===== config.mk =====
export PLATFORM = sky130hd
export DESIGN_NAME = fw_sample_sequencer_flat
export DESIGN_NICKNAME = d
export VERILOG_FILES = /design/src/rtl/fw_sample_sequencer_if.sv /design/src/rtl/fw_sample_sequencer.sv /design/src/flat_wrapper.sv
export SDC_FILE = /design/constraint.sdc
export NUM_CORES = 1
export LEC_CHECK = 0
export CORE_MARGIN = 2
export CORE_UTILIZATION = 51
export CTS_CLUSTER_DIAMETER = 200
export DETAILED_ROUTE_END_ITERATION = 7
export HOLD_SLACK_MARGIN = 0.12
export PLACE_DENSITY = 0.88
export SLEW_MARGIN = 20
export SYNTH_ARGS = -nofsm -noshare
export SYNTH_HDL_FRONTEND = slang
export SYNTH_SLANG_ARGS = --single-unit

===== constraint.sdc =====
create_clock -name clk -period 5.37 [get_ports clk]
set_input_delay 0.8055 -clock clk [delete_from_list [all_inputs] [get_ports clk]]
set_output_delay 0.8055 -clock clk [all_outputs]
set_load 0.01 [all_outputs]

===== src/rtl/fw_sample_sequencer_if.sv =====
`default_nettype none
// ============================================================================
// fw_sample_sequencer_if : sample / datapath / result signal bundle
// Rev 1.0 - initial release
// ============================================================================
interface fw_sample_sequencer_if;
  logic       s_valid;
  logic [7:0] s_data;
  logic       s_ready;
  logic [7:0] fw_value;
  logic       fw_data_clk;
  logic [7:0] fw_select;
  logic [7:0] fw_out;
  logic       fw_active;
  logic       m_valid;
  logic       m_ready;
  logic [7:0] m_data;
  logic [2:0] m_sel;
  logic       m_active;
  logic       busy;

  // Sequencer side
  modport slave (
    input  s_valid, s_data, fw_out, fw_active, m_ready,
    output s_ready, fw_value, fw_data_clk, fw_select,
           m_valid, m_data, m_sel, m_active, busy
  );

  // Host / datapath side
  modport master (
    output s_valid, s_data, fw_out, fw_active, m_ready,
    input  s_ready, fw_value, fw_data_clk, fw_select,
           m_valid, m_data, m_sel, m_active, busy
  );
endinterface
`default_nettype wire


===== src/rtl/fw_sample_sequencer.sv =====
`default_nettype none
// ============================================================================
// fw_sample_sequencer : clocks host samples into the fuzzy-wavelet datapath and
// sweeps one-hot selections, emitting one result per selection.
// Option macro FWSEQ_ACTIVE_GATE_EN : drop captures taken with fw_active=0.
// Rev 1.0 - initial release
// ============================================================================
module fw_sample_sequencer #(
  parameter int NUM_SEL    = 8,
  parameter int SETUP_CYC  = 2,
  parameter int PULSE_CYC  = 2,
  parameter int SETTLE_CYC = 3
) (
  input  wire logic             clk,
  input  wire logic             rst,
  fw_sample_sequencer_if.slave  bus
);

  typedef enum logic [2:0] {
    S_IDLE   = 3'd0,
    S_SETUP  = 3'd1,
    S_PULSE  = 3'd2,
    S_HOLD   = 3'd3,
    S_SETTLE = 3'd4,
    S_EMIT   = 3'd5
  } state_t;

  localparam int              c_CNT_W      = 16;
  localparam logic [2:0]         c_LAST_IDX   = 3'(NUM_SEL - 1);
  localparam logic [c_CNT_W-1:0] c_SETUP_END  = c_CNT_W'(SETUP_CYC - 1);
  localparam logic [c_CNT_W-1:0] c_PULSE_END  = c_CNT_W'(PULSE_CYC - 1);
  localparam logic [c_CNT_W-1:0] c_SETTLE_END = c_CNT_W'(SETTLE_CYC - 1);

  state_t             r_state, w_state_nxt;
  logic [c_CNT_W-1:0] r_cnt, w_cnt_nxt;
  logic [2:0]         r_idx, w_idx_nxt;
  logic [2:0]         w_idx_inc;
  logic [7:0]         r_fw_value, w_fw_value_nxt;
  logic [7:0]         r_fw_select, w_fw_select_nxt;
  logic               r_s_ready, r_busy, r_fw_data_clk, r_m_valid, r_m_active;
  logic [7:0]         r_m_data;
  logic [2:0]         r_m_sel;
  logic               w_capture;

  assign w_idx_inc = r_idx + 3'd1;

  always_comb begin
    w_state_nxt     = r_state;
    w_cnt_nxt       = r_cnt + c_CNT_W'(1);
    w_idx_nxt       = r_idx;
    w_fw_value_nxt  = r_fw_value;
    w_fw_select_nxt = r_fw_select;
    w_capture       = 1'b0;
    unique case (r_state)
      S_IDLE: begin
        w_cnt_nxt = '0;
        if (r_s_ready && bus.s_valid) begin
          w_fw_value_nxt = bus.s_data;
          w_state_nxt    = S_SETUP;
        end
      end
      S_SETUP: begin
        if (r_cnt == c_SETUP_END) begin
          w_cnt_nxt   = '0;
          w_state_nxt = S_PULSE;
        end
      end
      S_PULSE: begin
        if (r_cnt == c_PULSE_END) begin
          w_cnt_nxt   = '0;
          w_state_nxt = S_HOLD;
        end
      end
      S_HOLD: begin
        w_cnt_nxt       = '0;
        w_idx_nxt       = 3'd0;
        w_fw_select_nxt = 8'd1;
        w_state_nxt     = S_SETTLE;
      end
      S_SETTLE: begin
        if (r_cnt == c_SETTLE_END) begin
          w_cnt_nxt = '0;
`ifdef FWSEQ_ACTIVE_GATE_EN
          // Inactive capture: skip this selection and settle on the next one
          if (!bus.fw_active) begin
            if (r_idx == c_LAST_IDX) begin
              w_fw_select_nxt = 8'd0;
              w_state_nxt     = S_IDLE;
            end else begin
              w_idx_nxt       = w_idx_inc;
              w_fw_select_nxt = 8'd1 << w_idx_inc;
            end
          end else begin
            w_capture   = 1'b1;
            w_state_nxt = S_EMIT;
          end
`else
          w_capture   = 1'b1;
          w_state_nxt = S_EMIT;
`endif
        end
      end
      S_EMIT: begin
        w_cnt_nxt = '0;
        if (r_m_valid && bus.m_ready) begin
          if (r_idx == c_LAST_IDX) begin
            w_fw_select_nxt = 8'd0;
            w_state_nxt     = S_IDLE;
          end else begin
            w_idx_nxt       = w_idx_inc;
            w_fw_select_nxt = 8'd1 << w_idx_inc;
            w_state_nxt     = S_SETTLE;
          end
        end
      end
      default: begin
        w_cnt_nxt   = '0;
        w_state_nxt = S_IDLE;
      end
    endcase
  end

  always_ff @(posedge clk or posedge rst) begin
    if (rst) r_state <= S_IDLE;
    else     r_state <= w_state_nxt;
  end

  // Status outputs are decoded from the next state so they stay registered
  always_ff @(posedge clk or posedge rst) begin
    if (rst) begin
      r_cnt         <= '0;
      r_idx         <= 3'd0;
      r_fw_value    <= 8'd0;
      r_fw_select   <= 8'd0;
      r_s_ready     <= 1'b1;
      r_busy        <= 1'b0;
      r_fw_data_clk <= 1'b0;
      r_m_valid     <= 1'b0;
      r_m_data      <= 8'd0;
      r_m_sel       <= 3'd0;
      r_m_active    <= 1'b0;
    end else begin
      r_cnt         <= w_cnt_nxt;
      r_idx         <= w_idx_nxt;
      r_fw_value    <= w_fw_value_nxt;
      r_fw_select   <= w_fw_select_nxt;
      r_s_ready     <= (w_state_nxt == S_IDLE);
      r_busy        <= (w_state_nxt != S_IDLE);
      r_fw_data_clk <= (w_state_nxt == S_PULSE);
      r_m_valid     <= (w_state_nxt == S_EMIT);
      if (w_capture) begin
        r_m_data   <= bus.fw_out;
        r_m_active <= bus.fw_active;
        r_m_sel    <= r_idx;
      end
    end
  end

  assign bus.s_ready     = r_s_ready;
  assign bus.busy        = r_busy;
  assign bus.fw_value    = r_fw_value;
  assign bus.fw_data_clk = r_fw_data_clk;
  assign bus.fw_select   = r_fw_select;
  assign bus.m_valid     = r_m_valid;
  assign bus.m_data      = r_m_data;
  assign bus.m_sel       = r_m_sel;
  assign bus.m_active    = r_m_active;

endmodule
`default_nettype wire


===== src/flat_wrapper.sv =====
// flat-port wrapper written by rule: the top's interface ports become plain ports
module fw_sample_sequencer_flat 
#(
  parameter int NUM_SEL    = 8,
  parameter int SETUP_CYC  = 2,
  parameter int PULSE_CYC  = 2,
  parameter int SETTLE_CYC = 3
)
  (clk, rst, bus_s_valid, bus_s_data, bus_fw_out, bus_fw_active, bus_m_ready, bus_s_ready, bus_fw_value, bus_fw_data_clk, bus_fw_select, bus_m_valid, bus_m_data, bus_m_sel, bus_m_active, bus_busy);
  fw_sample_sequencer_if bus_i ();
  input  wire logic clk;
  input  wire logic rst;
  input wire logic [$bits(bus_i.s_valid)-1:0] bus_s_valid;
  input wire logic [$bits(bus_i.s_data)-1:0] bus_s_data;
  input wire logic [$bits(bus_i.fw_out)-1:0] bus_fw_out;
  input wire logic [$bits(bus_i.fw_active)-1:0] bus_fw_active;
  input wire logic [$bits(bus_i.m_ready)-1:0] bus_m_ready;
  output wire logic [$bits(bus_i.s_ready)-1:0] bus_s_ready;
  output wire logic [$bits(bus_i.fw_value)-1:0] bus_fw_value;
  output wire logic [$bits(bus_i.fw_data_clk)-1:0] bus_fw_data_clk;
  output wire logic [$bits(bus_i.fw_select)-1:0] bus_fw_select;
  output wire logic [$bits(bus_i.m_valid)-1:0] bus_m_valid;
  output wire logic [$bits(bus_i.m_data)-1:0] bus_m_data;
  output wire logic [$bits(bus_i.m_sel)-1:0] bus_m_sel;
  output wire logic [$bits(bus_i.m_active)-1:0] bus_m_active;
  output wire logic [$bits(bus_i.busy)-1:0] bus_busy;
  assign bus_i.s_valid = bus_s_valid;
  assign bus_i.s_data = bus_s_data;
  assign bus_i.fw_out = bus_fw_out;
  assign bus_i.fw_active = bus_fw_active;
  assign bus_i.m_ready = bus_m_ready;
  assign bus_s_ready = bus_i.s_ready;
  assign bus_fw_value = bus_i.fw_value;
  assign bus_fw_data_clk = bus_i.fw_data_clk;
  assign bus_fw_select = bus_i.fw_select;
  assign bus_m_valid = bus_i.m_valid;
  assign bus_m_data = bus_i.m_data;
  assign bus_m_sel = bus_i.m_sel;
  assign bus_m_active = bus_i.m_active;
  assign bus_busy = bus_i.busy;
  fw_sample_sequencer #(.NUM_SEL(NUM_SEL), .SETUP_CYC(SETUP_CYC), .PULSE_CYC(PULSE_CYC), .SETTLE_CYC(SETTLE_CYC)) u_core (.clk(clk), .rst(rst), .bus(bus_i));
endmodule

Word-level counts from Yosys, hierarchy flattened:

Index checks and enable logic that the tools add are counted.

* logic and storage cells: 55
* register bits: 54
* input bits: 21

* reductions and logical operators: 10
* add/sub/neg operators: 2
* equality and inequality tests: 12
* shift-type cells: 1
* mux-type cells: 18

Operators with widths (count)
* $mux W16: 2
* $pmux W16 S2: 1
* $mux W3: 8
* $pmux W3 S6: 1
* $add A16 B1 Y16 const B: 1
* $eq A16 B1 Y1 const B: 1
* $eq A16 B2 Y1 const B: 1
* $mux W8: 2
* $pmux W8 S2: 1
* $eq A3 B3 Y1 const B: 4
* $eq A3 B2 Y1 const B: 3
* $shl A1 B3 Y8 const A: 1
* $logic_not A3 Y1: 2
* $pmux W3 S2: 1
* $reduce_and A2 Y1: 2
* $add A3 B1 Y3 const B: 1
* $eq A3 B1 Y1 const B: 1
* $reduce_and A3 Y1: 1
* $reduce_bool A3 Y1: 1
* $logic_and A1 B1 Y1: 2
* $mux W1: 2
* $ne A2 B1 Y1 const B: 1
* $ne A2 B2 Y1 const B: 1
* $reduce_bool A2 Y1: 1
* $reduce_or A2 Y1: 1

Depth between registers and ports, before layout:

* depth after elaboration: 5
* gate-level depth with buffers: 7
* gate-level depth less buffers: 6

Least setup slack after synthesis:

OpenSTA, ideal clock, no wires.

* path kind: input -> register
* start: in bus_m_ready
* end: reg u_core.r_fw_select[5] (netlist: u_core.bus.fw_select[5])
* arrival time: 1.647 ns
* cell stages on the path: 5
* data required time: 5.260 ns
* path buffers: 1
* path slack: 3.613 ns
* cell sequence: and4b_1 -> o21ai_0 -> buf_2 -> nand2_1 -> o41ai_1

* word-level cells in the longest chain between the ends: 3

Ends and longest elaborated chain
* start: declaration: RTL line flat_wrapper.sv:17 `input wire logic [$bits(bus_i.m_ready)-1:0] bus_m_ready;`
* $logic_and A1 B1 Y1: RTL line fw_sample_sequencer.sv:105 `if (r_m_valid && bus.m_ready) begin`
* $ne A2 B1 Y1 (no line)
* $reduce_and A2 Y1 (no line)
* end signal: assignment: RTL line fw_sample_sequencer.sv:146 `r_fw_select <= w_fw_select_nxt;`
* end: declaration: RTL line fw_sample_sequencer.sv:39 `logic [7:0] r_fw_select, w_fw_select_nxt;`

Every way passes these cells.
A chain may end at the register's enable or synchronous reset.

Worst setup path after layout:

* start: reg u_core.r_s_ready (netlist: u_core.bus.s_ready)
* end: out bus_s_ready

RTL lines
* start: declaration: RTL line fw_sample_sequencer.sv:40 `logic r_s_ready, r_busy, r_fw_data_clk, r_m_valid, r_m_active;`
* start signal: assignment: RTL line fw_sample_sequencer.sv:147 `r_s_ready <= (w_state_nxt == S_IDLE);`
* end: declaration: RTL line flat_wrapper.sv:18 `output wire logic [$bits(bus_i.s_ready)-1:0] bus_s_ready;`

No word-level cell between the ends.

==> impl_metrics.py <==
metrics = {
    "sta": {
        "fin_setup_tns_ns": 0,
        "slew_violations": 0,
        "fmax_mhz": 461,
        "finalHoldViolCount": 0,
        "setup-violations-final": 0,
        "slew_headroom_pct": 40.7,
        "fin_worst_skew_ns": 0.0129,
        "tightest_slew_ns": 0.889,
        "grt_setup_unrepaired": "false",
        "post-route-min-period_ns": 2.17,
        "finalCritPeriodShare_pct": 40.4,
    },
    "drt": {
        "drc": 0,
        "drtPass1Iterations": 4,
        "wire_per_inst_um": 14.5,
        "ant_nets": 0,
        "routed_wirelength_um": 4930,
        "vias": 1843,
        "drtIter0Drc": 117,
        "via_per_inst": 5.40,
    },
    "layout": {
        "drive_gt1_share_pct": 13.9,
        "ff_latch_area_um2": 1350,
        "fin_nets": 304,
        "diodes": 0,
        "syn_to_final_growth_pct": 24.3,
        "multi_input_area_um2": 1140,
        "nFillCells": 368,
    },
    "power_and_ir_drop": {
        "p_per_area_nw_per_um2": 463,
        "p_comb_share_pct": 42.6,
        "intPower_uw": 975,
        "leakage_uw": 0.00138,
        "switching_share_pct": 34.3,
        "pwr-share-seq_pct": 42.8,
        "switchingPower_uw": 509,
        "irDropWorstVdd_v": 0.000220,
        "pwr-share-clk_pct": 14.6,
        "p_total_uw": 1480,
    },
    "clock_tree": {
        "cts_max_level": 2,
        "cts-resized-gates": 0,
        "clkSlewWorstSetupHoldPaths_ns": 0.10,
        "cts_made_buffers": 5,
        "cts_hold_buf": 0,
        "clk_latency_ns": 0.31,
        "clock_sink_count": 54,
        "cts_tree": "yes",
        "clockRootBuffer": "clkbuf_8",
        "cts_buffer_depth": 2,
        "cts_setup_buffers": 0,
    },
    "setup_path": {
        "path_cells": "clkdlybuf4s50_1",
        "crit_path_start_kind": "register",
        "critPathTopFamily": "flip-flops",
        "cp-end-kind": "output pin",
        "cp_max_fo": 2,
        "slowest_stage": "dfstp_2",
        "path_buf_inv": 1,
        "cp.required_ns": 4.56,
        "cp_slowest_stage_delay_ns": 0.53,
        "crit_type": "reg2out",
        "crit_arrival_ns": 1.36,
    },
    "global_routing": {
        "grt_pass1_vias": 1909,
        "gr-usage-all-layers_pct": 19.9,
        "grt_overflow": 0,
        "antenna_found_initial": 0,
        "grt_pass1_wl_um": 8530,
        "grt_max_degree": 55,
    },
    "logic_synthesis": {
        "syn-cell-area_um2": 2580,
        "ys_types": 37,
        "synth.avg_cell_area_um2": 11.4,
        "synth_seq_cells": 54,
        "syn_inst": 226,
        "synth-edff-count": 0,
        "ys_warn_count": 0,
        "synth_nets": 256,
        "async_flop_share_pct": 100,
        "synth_seq_area_share_pct": 52.5,
        "synthFlopType": "dfrtp_1",
    },
    "die": {
        "die_area_um2": 5640,
        "ios": 53,
        "start_util_pct": 53.9,
        "die_y_um": 75.1,
        "core_area_um2": 4790,
        "die_w_um": 75.1,
        "rows": 25,
    },
    "placed_design": {
        "place.gp.congestion": 0.817,
        "dp_hpwl_um": 3520,
        "port_buffers": 52,
    },
    "min_path": {
        "min_path_type": "reg2reg",
    },
    "status": {
        "outcome": "finished, final reports clean",
    },
    "job": {
        "maxCapViolCount": 0,
    },
}
-- placed cells by master, fill, tap and decap left out, types with 2 or more instances in the layout --
| master | count |
|---|---|
| a21oi_1 | 5 |
| o21ai_0 | 5 |
| inv_1 | 7 |
| nor2b_1 | 3 |
| nor4_2 | 3 |
| nor3b_1 | 2 |
| dfrtp_1 | 53 |
| nand2_1 | 16 |
| mux2_4 | 9 |
| clkdlybuf4s50_1 | 52 |
| mux2i_1 | 2 |
| nand3_1 | 9 |
| clkbuf_8 | 5 |
| o31ai_1 | 3 |
| xnor2_1 | 12 |
| o41ai_1 | 3 |
| xor2_1 | 2 |
| nor3_1 | 5 |
| ha_1 | 9 |
| nor4_1 | 5 |
| and4b_1 | 2 |
| nand4_1 | 5 |
| mux2_2 | 13 |
| nand2b_1 | 6 |
| nor2_1 | 24 |
-- final cells by class --
cell class,count,share of cell area (%)
inverters,8,0.976
clock inverters,1,0.234
repair buffers,52,16.2
multi-input cells,153,35.5
well taps,67,2.62
clock buffers,6,2.26
flip-flops and latches,54,42.2
-- layer usage --
layer | global-route usage (%) | vias to the layer above | share of wire, %
met5 | 0 | - | 0
met4 | 6.35 | 0 | 1.6
met3 | 4.95 | 8 | 4.9
met2 | 36.0 | 52 | 52
met1 | 23.1 | 911 | 41
li1 | - | 872 | -
-- cells in the mapped netlist, drive strengths merged, types with 3 or more instances --
library cell	instances	area, um^2
o31ai	3	22.5
o21ai	6	30.0
nand4	5	31.3
nand2b	6	37.5
buf	7	43.8
ha	9	113
nand2	16	60.1
mux2	22	282
o41ai	3	26.3
inv	8	30.0
nor2	25	96.4
a21oi	5	25.0
nand3	10	62.6
nor4	8	68.8
nor2b	3	18.8
nor3	5	25.0
dfrtp	53	1330
clkbuf	4	15.0
xnor2	12	105
-- flip-flops by register name (all words and copies together), names as in the netlist --
signal / count
u_core.r_idx: 3
u_core.bus.s_ready: 1
u_core.bus.m_sel: 3
u_core.bus.m_data: 8
u_core.bus.fw_select: 8
u_core.bus.fw_data_clk: 1
u_core.r_state: 3
u_core.bus.busy: 1
u_core.bus.m_active: 1
u_core.bus.m_valid: 1
u_core.bus.fw_value: 8
u_core.r_cnt: 16
-- power by group through the flow --
stage | Clock (uW) | Sequential (uW) | Combinational [uW]
finish | 216 | 635 | 632
global route | 234 | 656 | 699
CTS | 220 | 637 | 640
detailed placement | 0 | 644 | 637
global placement | 0 | 635 | 621
floorplan | 0 | 655 | 356
-- through the flow --
step                worst slack [ns]  hold WS (ns)  util (%)  area [um^2]  std cells
floorplan                       3.25         0.475         -         2580        226
global placement                2.65         0.462      65.3         3120        334
detailed placement              2.98         0.467      65.3         3120        334
CTS                             3.18         0.489      67.0         3200        341
global route                    3.08         0.533      67.0         3210        341
finish                          3.20         0.488      67.0         3210        341
-- worst paths after layout --
| check | startpoint | endpoint | slack, ns | depth (start not counted) |
|---|---|---|---|---|
| max | u_core.bus.s_ready | bus_s_ready | 3.20 | 1 |
| min | u_core.bus.fw_select[1] | u_core.bus.fw_select[1] | 0.49 | 2 |
| max reg2reg | u_core.r_cnt[0] | u_core.r_cnt[11] | 3.25 | 6 |
| min reg2reg | u_core.bus.fw_select[1] | u_core.bus.fw_select[1] | 0.49 | 2 |
| max in group asynchronous | rst | u_core.r_cnt[15] | 3.86 | 2 |
| min in group asynchronous | rst | u_core.bus.m_data[0] | 0.97 | 2 |
-- cell families after synthesis --
kind of cell / Yosys count / share of synthesized area (%)
mux: 24 / 11.7
compound gates: 22 / 5.73
xor+xnor: 14 / 4.76
simple gates: 84 / 17.6
fa+ha+maj: 9 / 4.37
flops: 54 / 52.5
buf+inv: 19 / 3.44
(Power assumes the default switching activity.)
